--- config.mk ---
export PLATFORM = sky130hd
export DESIGN_NAME = pong_game_ctrl_flat
export DESIGN_NICKNAME = d
export VERILOG_FILES = /design/src/rtl/pong_pkg.sv /design/src/rtl/pong_game_ctrl_if.sv /design/src/rtl/btn_debounce.sv /design/src/rtl/pong_game_ctrl.sv /design/src/flat_wrapper.sv
export SDC_FILE = /design/constraint.sdc
export NUM_CORES = 1
export LEC_CHECK = 0
export CAP_MARGIN = 20
export CORE_AREA = 4 4 76 78
export DETAILED_ROUTE_END_ITERATION = 6
export DIE_AREA = 0 0 80 82
export DONT_BUFFER_PORTS = 1
export PLACE_DENSITY = 0.76
export SLEW_MARGIN = 40
export SYNTH_ARGS = -nofsm -noshare
export SYNTH_HDL_FRONTEND = slang
export SYNTH_SLANG_ARGS = --single-unit
--- constraint.sdc ---
create_clock -name clk -period 2.7 [get_ports clk]
set_input_delay 0.54 -clock clk [delete_from_list [all_inputs] [get_ports clk]]
set_output_delay 0.54 -clock clk [all_outputs]
set_load 0.05 [all_outputs]
--- src/rtl/pong_pkg.sv ---
// Shared constants for the Pong game-flow controller: state encoding and score width.
package pong_pkg;

  localparam logic [2:0] ST_IDLE      = 3'd0;
  localparam logic [2:0] ST_SERVE     = 3'd1;
  localparam logic [2:0] ST_PLAY      = 3'd2;
  localparam logic [2:0] ST_POINT     = 3'd3;
  localparam logic [2:0] ST_GAME_OVER = 3'd4;

  localparam int SCORE_W = 16;

endpackage

--- src/rtl/pong_game_ctrl_if.sv ---
// Bundle between the game controller and its surroundings (ball datapath, display, score counter).
// master = the controller side, slave = the datapath/display side.
interface pong_game_ctrl_if;
  import pong_pkg::*;

  logic               frame_tick;
  logic               start_btn;
  logic               miss_left;
  logic               miss_right;
  logic               ball_reset;
  logic               play_en;
  logic               serve_dir;
  logic [SCORE_W-1:0] score1;
  logic [SCORE_W-1:0] score2;
  logic               game_over;
  logic               winner;

  modport master (
    input  frame_tick, start_btn, miss_left, miss_right,
    output ball_reset, play_en, serve_dir, score1, score2, game_over, winner
  );

  modport slave (
    output frame_tick, start_btn, miss_left, miss_right,
    input  ball_reset, play_en, serve_dir, score1, score2, game_over, winner
  );

endinterface

--- src/rtl/btn_debounce.sv ---
// Raw push-button conditioner: 2-flop synchroniser, stable-level debounce over DB_CYCLES
// clocks, and a 1-cycle pulse on each debounced rising edge.
module btn_debounce #(
  parameter int DB_CYCLES = 1000000
) (
  input  logic clk,
  input  logic rst_n,
  input  logic btn,
  output logic pulse
);

  localparam int CW = $clog2(DB_CYCLES + 1);

  logic          sync1;
  logic          sync2;
  logic          level;
  logic          level_q;
  logic [CW-1:0] cnt;

  // The debounced level only flips after the synchronised input has disagreed with it
  // for DB_CYCLES consecutive clocks; any agreement restarts the count.
  always_ff @(posedge clk) begin
    if (!rst_n) begin
      sync1   <= 1'b0;
      sync2   <= 1'b0;
      level   <= 1'b0;
      level_q <= 1'b0;
      cnt     <= '0;
    end else begin
      sync1   <= btn;
      sync2   <= sync1;
      level_q <= level;
      if (sync2 == level) begin
        cnt <= '0;
      end else if (cnt == CW'(DB_CYCLES - 1)) begin
        level <= sync2;
        cnt   <= '0;
      end else begin
        cnt <= cnt + CW'(1);
      end
    end
  end

  assign pulse = level & ~level_q;

endmodule

--- src/rtl/pong_game_ctrl.sv ---
// Pong game-flow sequencer (IDLE/SERVE/PLAY/POINT/GAME_OVER) owning both scores.
// Build option PONG_AUTO_SERVE_EN: POINT re-serves automatically instead of waiting for start.
module pong_game_ctrl
  import pong_pkg::*;
#(
  parameter int WIN_SCORE    = 11,
  parameter int SERVE_FRAMES = 60,
  parameter int POINT_FRAMES = 90,
  parameter int DB_CYCLES    = 1000000
) (
  input logic              clk,
  input logic              rst_n,
  pong_game_ctrl_if.master bus
);

  localparam logic [SCORE_W-1:0] WIN_VAL   = SCORE_W'(WIN_SCORE);
  localparam logic [7:0]         SERVE_CNT = 8'(SERVE_FRAMES);
  localparam logic [7:0]         POINT_CNT = 8'(POINT_FRAMES);

  logic               start_p;
  logic [2:0]         state, state_nxt;
  logic [7:0]         frame_cnt;
  logic [SCORE_W-1:0] score1, score1_nxt;
  logic [SCORE_W-1:0] score2, score2_nxt;
  logic               serve_dir, serve_dir_nxt;
  logic               winner, winner_nxt;
  logic               ball_reset, play_en, game_over;

  btn_debounce #(.DB_CYCLES(DB_CYCLES)) u_start_db (
    .clk   (clk),
    .rst_n (rst_n),
    .btn   (bus.start_btn),
    .pulse (start_p)
  );

  always_comb begin
    state_nxt     = state;
    score1_nxt    = score1;
    score2_nxt    = score2;
    serve_dir_nxt = serve_dir;
    winner_nxt    = winner;
    case (state)
      ST_IDLE: begin
        if (start_p) begin
          state_nxt  = ST_SERVE;
          score1_nxt = '0;
          score2_nxt = '0;
        end
      end
      ST_SERVE: begin
        if (frame_cnt >= SERVE_CNT) state_nxt = ST_PLAY;
      end
      ST_PLAY: begin
        // P1 wins a same-cycle tie; the ball is then served toward the player who lost the point.
        if (bus.miss_right) begin
          if (score1 < WIN_VAL) score1_nxt = score1 + SCORE_W'(1);
          serve_dir_nxt = 1'b1;
          state_nxt     = ST_POINT;
        end else if (bus.miss_left) begin
          if (score2 < WIN_VAL) score2_nxt = score2 + SCORE_W'(1);
          serve_dir_nxt = 1'b0;
          state_nxt     = ST_POINT;
        end
      end
      ST_POINT: begin
        if (frame_cnt >= POINT_CNT) begin
          if (score1 == WIN_VAL) begin
            state_nxt  = ST_GAME_OVER;
            winner_nxt = 1'b0;
          end else if (score2 == WIN_VAL) begin
            state_nxt  = ST_GAME_OVER;
            winner_nxt = 1'b1;
          end else begin
`ifdef PONG_AUTO_SERVE_EN
            state_nxt = ST_SERVE;
`else
            if (start_p) state_nxt = ST_SERVE;
`endif
          end
        end
      end
      ST_GAME_OVER: begin
        if (start_p) begin
          state_nxt     = ST_SERVE;
          score1_nxt    = '0;
          score2_nxt    = '0;
          serve_dir_nxt = 1'b0;
        end
      end
      default: state_nxt = ST_IDLE;
    endcase
  end

  // Outputs are decoded from the next state so they land on the same edge as the transition.
  // The frame counter saturates so a held POINT state cannot wrap back below the threshold.
  always_ff @(posedge clk) begin
    if (!rst_n) begin
      state      <= ST_IDLE;
      frame_cnt  <= '0;
      score1     <= '0;
      score2     <= '0;
      serve_dir  <= 1'b0;
      winner     <= 1'b0;
      ball_reset <= 1'b1;
      play_en    <= 1'b0;
      game_over  <= 1'b0;
    end else begin
      state     <= state_nxt;
      score1    <= score1_nxt;
      score2    <= score2_nxt;
      serve_dir <= serve_dir_nxt;
      winner    <= winner_nxt;
      if (state_nxt != state) begin
        frame_cnt <= '0;
      end else if (bus.frame_tick && frame_cnt != 8'hFF) begin
        frame_cnt <= frame_cnt + 8'd1;
      end
      ball_reset <= (state_nxt != ST_PLAY);
      play_en    <= (state_nxt == ST_SERVE) || (state_nxt == ST_PLAY);
      game_over  <= (state_nxt == ST_GAME_OVER);
    end
  end

  assign bus.ball_reset = ball_reset;
  assign bus.play_en    = play_en;
  assign bus.serve_dir  = serve_dir;
  assign bus.score1     = score1;
  assign bus.score2     = score2;
  assign bus.game_over  = game_over;
  assign bus.winner     = winner;

endmodule

--- src/flat_wrapper.sv ---
// flat-port wrapper written by rule: the top's interface ports become plain ports
module pong_game_ctrl_flat import pong_pkg::*;
#(
  parameter int WIN_SCORE    = 11,
  parameter int SERVE_FRAMES = 60,
  parameter int POINT_FRAMES = 90,
  parameter int DB_CYCLES    = 1000000
)
  (clk, rst_n, bus_frame_tick, bus_start_btn, bus_miss_left, bus_miss_right, bus_ball_reset, bus_play_en, bus_serve_dir, bus_score1, bus_score2, bus_game_over, bus_winner);
  pong_game_ctrl_if bus_i ();
  input logic clk;
  input logic rst_n;
  input wire logic [$bits(bus_i.frame_tick)-1:0] bus_frame_tick;
  input wire logic [$bits(bus_i.start_btn)-1:0] bus_start_btn;
  input wire logic [$bits(bus_i.miss_left)-1:0] bus_miss_left;
  input wire logic [$bits(bus_i.miss_right)-1:0] bus_miss_right;
  output wire logic [$bits(bus_i.ball_reset)-1:0] bus_ball_reset;
  output wire logic [$bits(bus_i.play_en)-1:0] bus_play_en;
  output wire logic [$bits(bus_i.serve_dir)-1:0] bus_serve_dir;
  output wire logic [$bits(bus_i.score1)-1:0] bus_score1;
  output wire logic [$bits(bus_i.score2)-1:0] bus_score2;
  output wire logic [$bits(bus_i.game_over)-1:0] bus_game_over;
  output wire logic [$bits(bus_i.winner)-1:0] bus_winner;
  assign bus_i.frame_tick = bus_frame_tick;
  assign bus_i.start_btn = bus_start_btn;
  assign bus_i.miss_left = bus_miss_left;
  assign bus_i.miss_right = bus_miss_right;
  assign bus_ball_reset = bus_i.ball_reset;
  assign bus_play_en = bus_i.play_en;
  assign bus_serve_dir = bus_i.serve_dir;
  assign bus_score1 = bus_i.score1;
  assign bus_score2 = bus_i.score2;
  assign bus_game_over = bus_i.game_over;
  assign bus_winner = bus_i.winner;
  pong_game_ctrl #(.WIN_SCORE(WIN_SCORE), .SERVE_FRAMES(SERVE_FRAMES), .POINT_FRAMES(POINT_FRAMES), .DB_CYCLES(DB_CYCLES)) u_core (.clk(clk), .rst_n(rst_n), .bus(bus_i));
endmodule
# After elaboration in Yosys (flattened, before gate mapping)
# Cells that the tools add are included.
[totals] regBits=72 wordCells=84 out_inout_bits=37 input_bits=6
[classes] order_cmp=4 n_reduce_logical=14 n_eq_ne=22 n_bitwise=4 muxes=22 add_sub_neg=4
[op_table] op="$mux 16" n=6
[op_table] op="$pmux 16 s2" n=2
[op_table] op="$add 16x1->16 const B" n=2
[op_table] op="$eq 16x4->1 const B" n=2
[op_table] op="$lt 16x4->1 const B" n=2
[op_table] op="$mux 3" n=7
[op_table] op="$add 20x1->20 const B" n=1
[op_table] op="$eq 20x20->1 const B" n=1
[op_table] op="$pmux 3 s4" n=1
[op_table] op="$eq 3x2->1 const B" n=3
[op_table] op="$add 8x1->8 const B" n=1
[op_table] op="$ge 8x6->1 const B" n=1
[op_table] op="$ge 8x7->1 const B" n=1
[op_table] op="$ne 2x1->1 const B" n=4
[op_table] op="$ne 8x8->1 const B" n=1
[op_table] op="$eq 3x1->1 const B" n=2
[op_table] op="$eq 3x3->1 const B" n=2
[op_table] op="$ne 2x2->1 const B" n=3
[op_table] op="$reduce_and 3->1" n=2
[op_table] op="$reduce_bool 2->1" n=3
[op_table] op="$mux 1" n=5
[op_table] op="$reduce_and 5->1" n=1
[op_table] op="$reduce_and 4->1" n=1
[op_table] op="$reduce_or 2->1" n=2
[op_table] op="other kinds (12)" n=14

# Logic depth before layout (Yosys ltp)
[depth] ltp_word=9 depth_mapped=8 mapped_depth_nobuf=7

# Modules after synthesis
# From an unflattened synthesis, not the netlist that was laid out.
[unflattened] hier_cells=344 hier_area_um2=3158.0
[modules_own_cells] mod="pong_game_ctrl" cells_per_inst=231 area_each_um2=2073.2 instances=1 seq_area_each_um2=960.9
[modules_own_cells] mod="btn_debounce" cells_per_inst=113 area_each_um2=1084.8 instances=1 seq_area_each_um2=480.5

# Least setup slack after synthesis
# OpenSTA, ideal clock, no wires.
[synth_path] path_type="register to register" startpoint="register u_core.score2[8] (netlist: u_core.bus.score2[8])" endpoint="register u_core.score2[1] (netlist: u_core.bus.score2[1])" slack_ns=0.278 n_path_buf=0 t_arrival_ns=2.293 required_ns=2.571 path_stages_with_launch=6 period_less_slack_ns=2.422 setup_time_ns=0.129 cell_sequence="dfxtp_1 or4_4 or3_4 o41ai_4 mux2i_1 nor2_1"
[synth_via] elab_chain_cells=3
[synth_lines] element="from (decl)" line="pong_game_ctrl.sv:24" source="logic [SCORE_W-1:0] score2, score2_nxt;"
[synth_lines] element="from (signal assigned)" line="pong_game_ctrl.sv:110" source="score2 <= score2_nxt;"
[synth_lines] element="$lt 16x4->1" line="pong_game_ctrl.sv:60" source="if (score2 < WIN_VAL) score2_nxt = score2 + SCORE_W'(1);"
[synth_lines] element="$ne 2x1->1 (no line)"
[synth_lines] element="$reduce_and 5->1 (no line)"
# No other way between the ends.
# A chain may end at the register's enable or synchronous reset.

# Worst setup path after layout
# Same ends and word-level chain as after synthesis.

==> flow_summary.ini <==
[floorplan]
fp.coreArea_mm2 = 0.00507
die_width_um = 80
dieArea_mm2 = 0.00656
die_y_um = 82
row_count = 26
start_util_pct = 60.5
top_level_ports = 43

[synth]
synth_top_area_share_pct = 47.0
synthMuxAreaShare_pct = 1.35
syn_inst = 336
synth_compound_area_share_pct = 10.8
ys_top_cells_by_area = dfxtp_1 (47%), xnor2_1 (5.7%), nor2_1 (5.5%)
synth_edf_count = 0
yosysTopAreaCell = dfxtp_1
synth-simple-area-share_pct = 28.3
synth-adder-area-share_pct = 2.04
synth_top_family_by_area = simple AND/OR/NAND/NOR gates
netlist_area_mm2 = 0.00307
ys_types = 48
syn_avg_cell_area_um2 = 9.13
ys_seq_area_share_pct = 47.0
synth_ff_type = dfxtp_1
ys_warn_count = 0
synthArstFlopShare_pct = 0
synth_xor_area_share_pct = 7.70
ys_seq_elements = 72
synthesis.nets = 347

[sta]
rsz0062_at_grt = false
max_slew_margin_pct = 55.1
setup_tns_ns = 0
slew_viol_final = 0
tightest_slew_ns = 0.668
layout_min_cycle_time_ns = 2.34
fmax_mhz = 427
setup_viol = 0
finalClockSkew_ns = 0.0131
fin_crit_sh_pct = 86.7
finalHoldViolations = 0

[power]
total_power_w = 0.00205
p_per_area_mw_per_mm2 = 570
leakagePower_nw = 1.38
peakVddDrop_uv = 583

[run_status]
status = finished, final reports clean

[grt]
antenna_found_initial = 0
grt.total_usage_pct = 21.6
grt_pass1_vias = 2503
grt-ovfl-total = 0
grt_pass1_wl_um = 11100
grt_max_degree = 26

[clock_network]
cts_buffers = 9
root_buffer = clkbuf_8
cts_tree = yes
max-clock-path-buffers = 2
cts.htree.levels = 3
cts_setup_buffers = 0
clk_pin_slew_ns = 0.08
cts_sinks = 72
ctsResizeCount = 0
clk_latency_ns = 0.35
cts_hold_buf = 0

[setup_path]
rr_endpoint = u_core.bus.score2[1]
worstSetupPathType = flop to flop
r2r-start = u_core.bus.score2[8]
reg2reg_depth = 5
path_max_fanout = 9
ff2ff_setup_slack_ns = 0.36
start_kind = flop
cp.arrival_ns = 2.57
crit_required_ns = 2.93
critPathCaptureType = flop

[job]
maxCapViolCount = 0

[route]
vias = 2539
via_per_inst = 5.69
wire_per_inst_um = 14.6
drt-initial-drc-count = 134
drt-total-wl_um = 6530
ant_nets = 0
drtPass1Iterations = 4
drc_errors = 0

[final_layout]
drive_above_1_share_pct = 15.7
syn2layout_area_growth_pct = 17.4
nNetsFinal = 382
n_antenna_cell = 0

[placed_design]
routabilityCongestion = 0.799
dpl.hpwl_um = 4570
portBuffers = 0

[worst_hold_path]
hold_path_depth = 1
min_from = rst_n
whs_endpoint = u_core.u_start_db.sync2
min_path_type = primary input to flop
how the worst max path moves through the flow:
stage / from / end / slack (ns) / cells after the start
3_3_place_gp: u_core.bus.score2[8] / u_core.bus.score2[1] / 0.42 / 5
3_5_place_dp: u_core.bus.score2[8] / u_core.bus.score2[1] / 0.36 / 5
5_1_grt: u_core.bus.score2[8] / u_core.bus.score2[1] / 0.22 / 5
4_1_cts: u_core.bus.score2[8] / u_core.bus.score2[1] / 0.34 / 5
6_report: u_core.bus.score2[8] / u_core.bus.score2[1] / 0.36 / 5
2_1_floorplan: u_core.bus.score2[8] / u_core.bus.score2[1] / 0.28 / 5
stage by stage:
step                      std cells  area [um^2]  hold WS (ns)  setup slack, ns  util, %
after floorplan                 336         3070         0.412            0.278        -
after global placement          430         3380         0.414            0.425     66.6
after detailed placement        430         3380         0.420            0.363     66.6
after CTS                       446         3600         0.298            0.345     71.0
after global routing            446         3600         0.288            0.223     71.0
final                           446         3600         0.312            0.360     71.0
layout make-up:
cell class	instances	area [um^2]
Fill cell	436	1470
Inverter	12	45.0
Timing Repair Buffer	35	263
Tap cell	70	87.6
Multi-Input combinational cell	241	1540
Clock buffer	9	124
Clock inverter	7	101
Sequential cell	72	1440
cell families (layout without fill, tap and decap cells):
| logic type | count (synthesis) | in the layout |
|---|---|---|
| adder cells (fa/ha/maj) | 5 | 5 |
| AND/OR/NAND/NOR | 161 | 161 |
| buffers and inverters | 23 | 63 |
| multiplexers | 4 | 4 |
| XOR/XNOR | 27 | 27 |
| AO/OA/AOI/OAI | 44 | 44 |
| flip-flops | 72 | 72 |
routing by layer:
metal  wire length, um  global-route usage (%)  up-vias  part of all wire (%)
met5                 0                       0        -                     0
met4               115                    6.76        0                   1.8
met3               354                    8.99       13                   5.4
met2              3190                    37.0       52                    49
met1              2870                    24.6     1192                    44
li1                  -                       -     1282                     -
state kept, by name, summed over array words and instances, names as in the netlist:
name / count
u_core.u_start_db.cnt: 20
u_core.bus.score1: 16
u_core.bus.score2: 16
u_core.u_start_db.level: 1
u_core.frame_cnt: 8
u_core.u_start_db.sync2: 1
u_core.bus.play_en: 1
u_core.bus.game_over: 1
u_core.u_start_db.level_q: 1
u_core.u_start_db.sync1: 1
u_core.bus.winner: 1
u_core.bus.ball_reset: 1
u_core.bus.serve_dir: 1
u_core.state: 3
report_power, final:
| part | internal (W) | total (W) | switching (W) | leakage [nW] |
|---|---|---|---|---|
| registers | 0.00107 | 0.00107 | 0.00000491 | 0.581 |
| clock network | 0.000529 | 0.000955 | 0.000426 | 0.107 |
| logic | 0.00000988 | 0.0000274 | 0.0000176 | 0.689 |
| total | 0.00160 | 0.00205 | 0.000448 | 1.38 |
critical path: stages, from the launching register on:
cell     delay, ns
dfxtp_1       0.33
or4_4         0.55
or3_4         0.42
o41ai_4       0.63
mux2i_1       0.25
nor2_1        0.05
synthesized netlist by cell type, types with 2 or more instances:
cell and n:
mux2i_1 3, a41oi_1 7, and3_1 25, nand3b_1 3, a31oi_1 2, dfxtp_1 72, nand3_1 15, o21ai_1 3
o211ai_1 6, and2_1 4, nand4_1 3, nand2_1 15, nor4_1 10, nand2b_1 2, nor2_1 45, or4_4 3
ha_1 5, inv_1 11, or3_1 6, and4_1 3, clkbuf_1 10, xor2_1 7, or4_1 5, o21ai_0 3
o21a_1 3, nor3_1 16, a21oi_1 9, xnor2_1 20
cell usage in the layout (no fill, tap or decap), types with 2 or more instances in the layout:
cell	count
o21a_1	3
and3_1	25
ha_1	5
nand2b_1	2
nor3_1	16
clkbuf_8	9
nand3b_1	3
or4_1	5
bufinv_16	2
clkinvlp_4	2
o21ai_0	3
nand2_1	15
a31oi_1	2
o211ai_1	6
and2_1	4
nand3_1	15
inv_1	11
inv_6	3
a41oi_1	7
a21oi_1	9
dfxtp_1	72
nand4_1	3
or4_4	3
nor4_1	10
and4_1	3
o21ai_1	3
nor2_1	45
or3_1	6
buf_4	35
xor2_1	7
mux2i_1	3
xnor2_1	20
No activity file was read; power rests on OpenSTA's default activity.
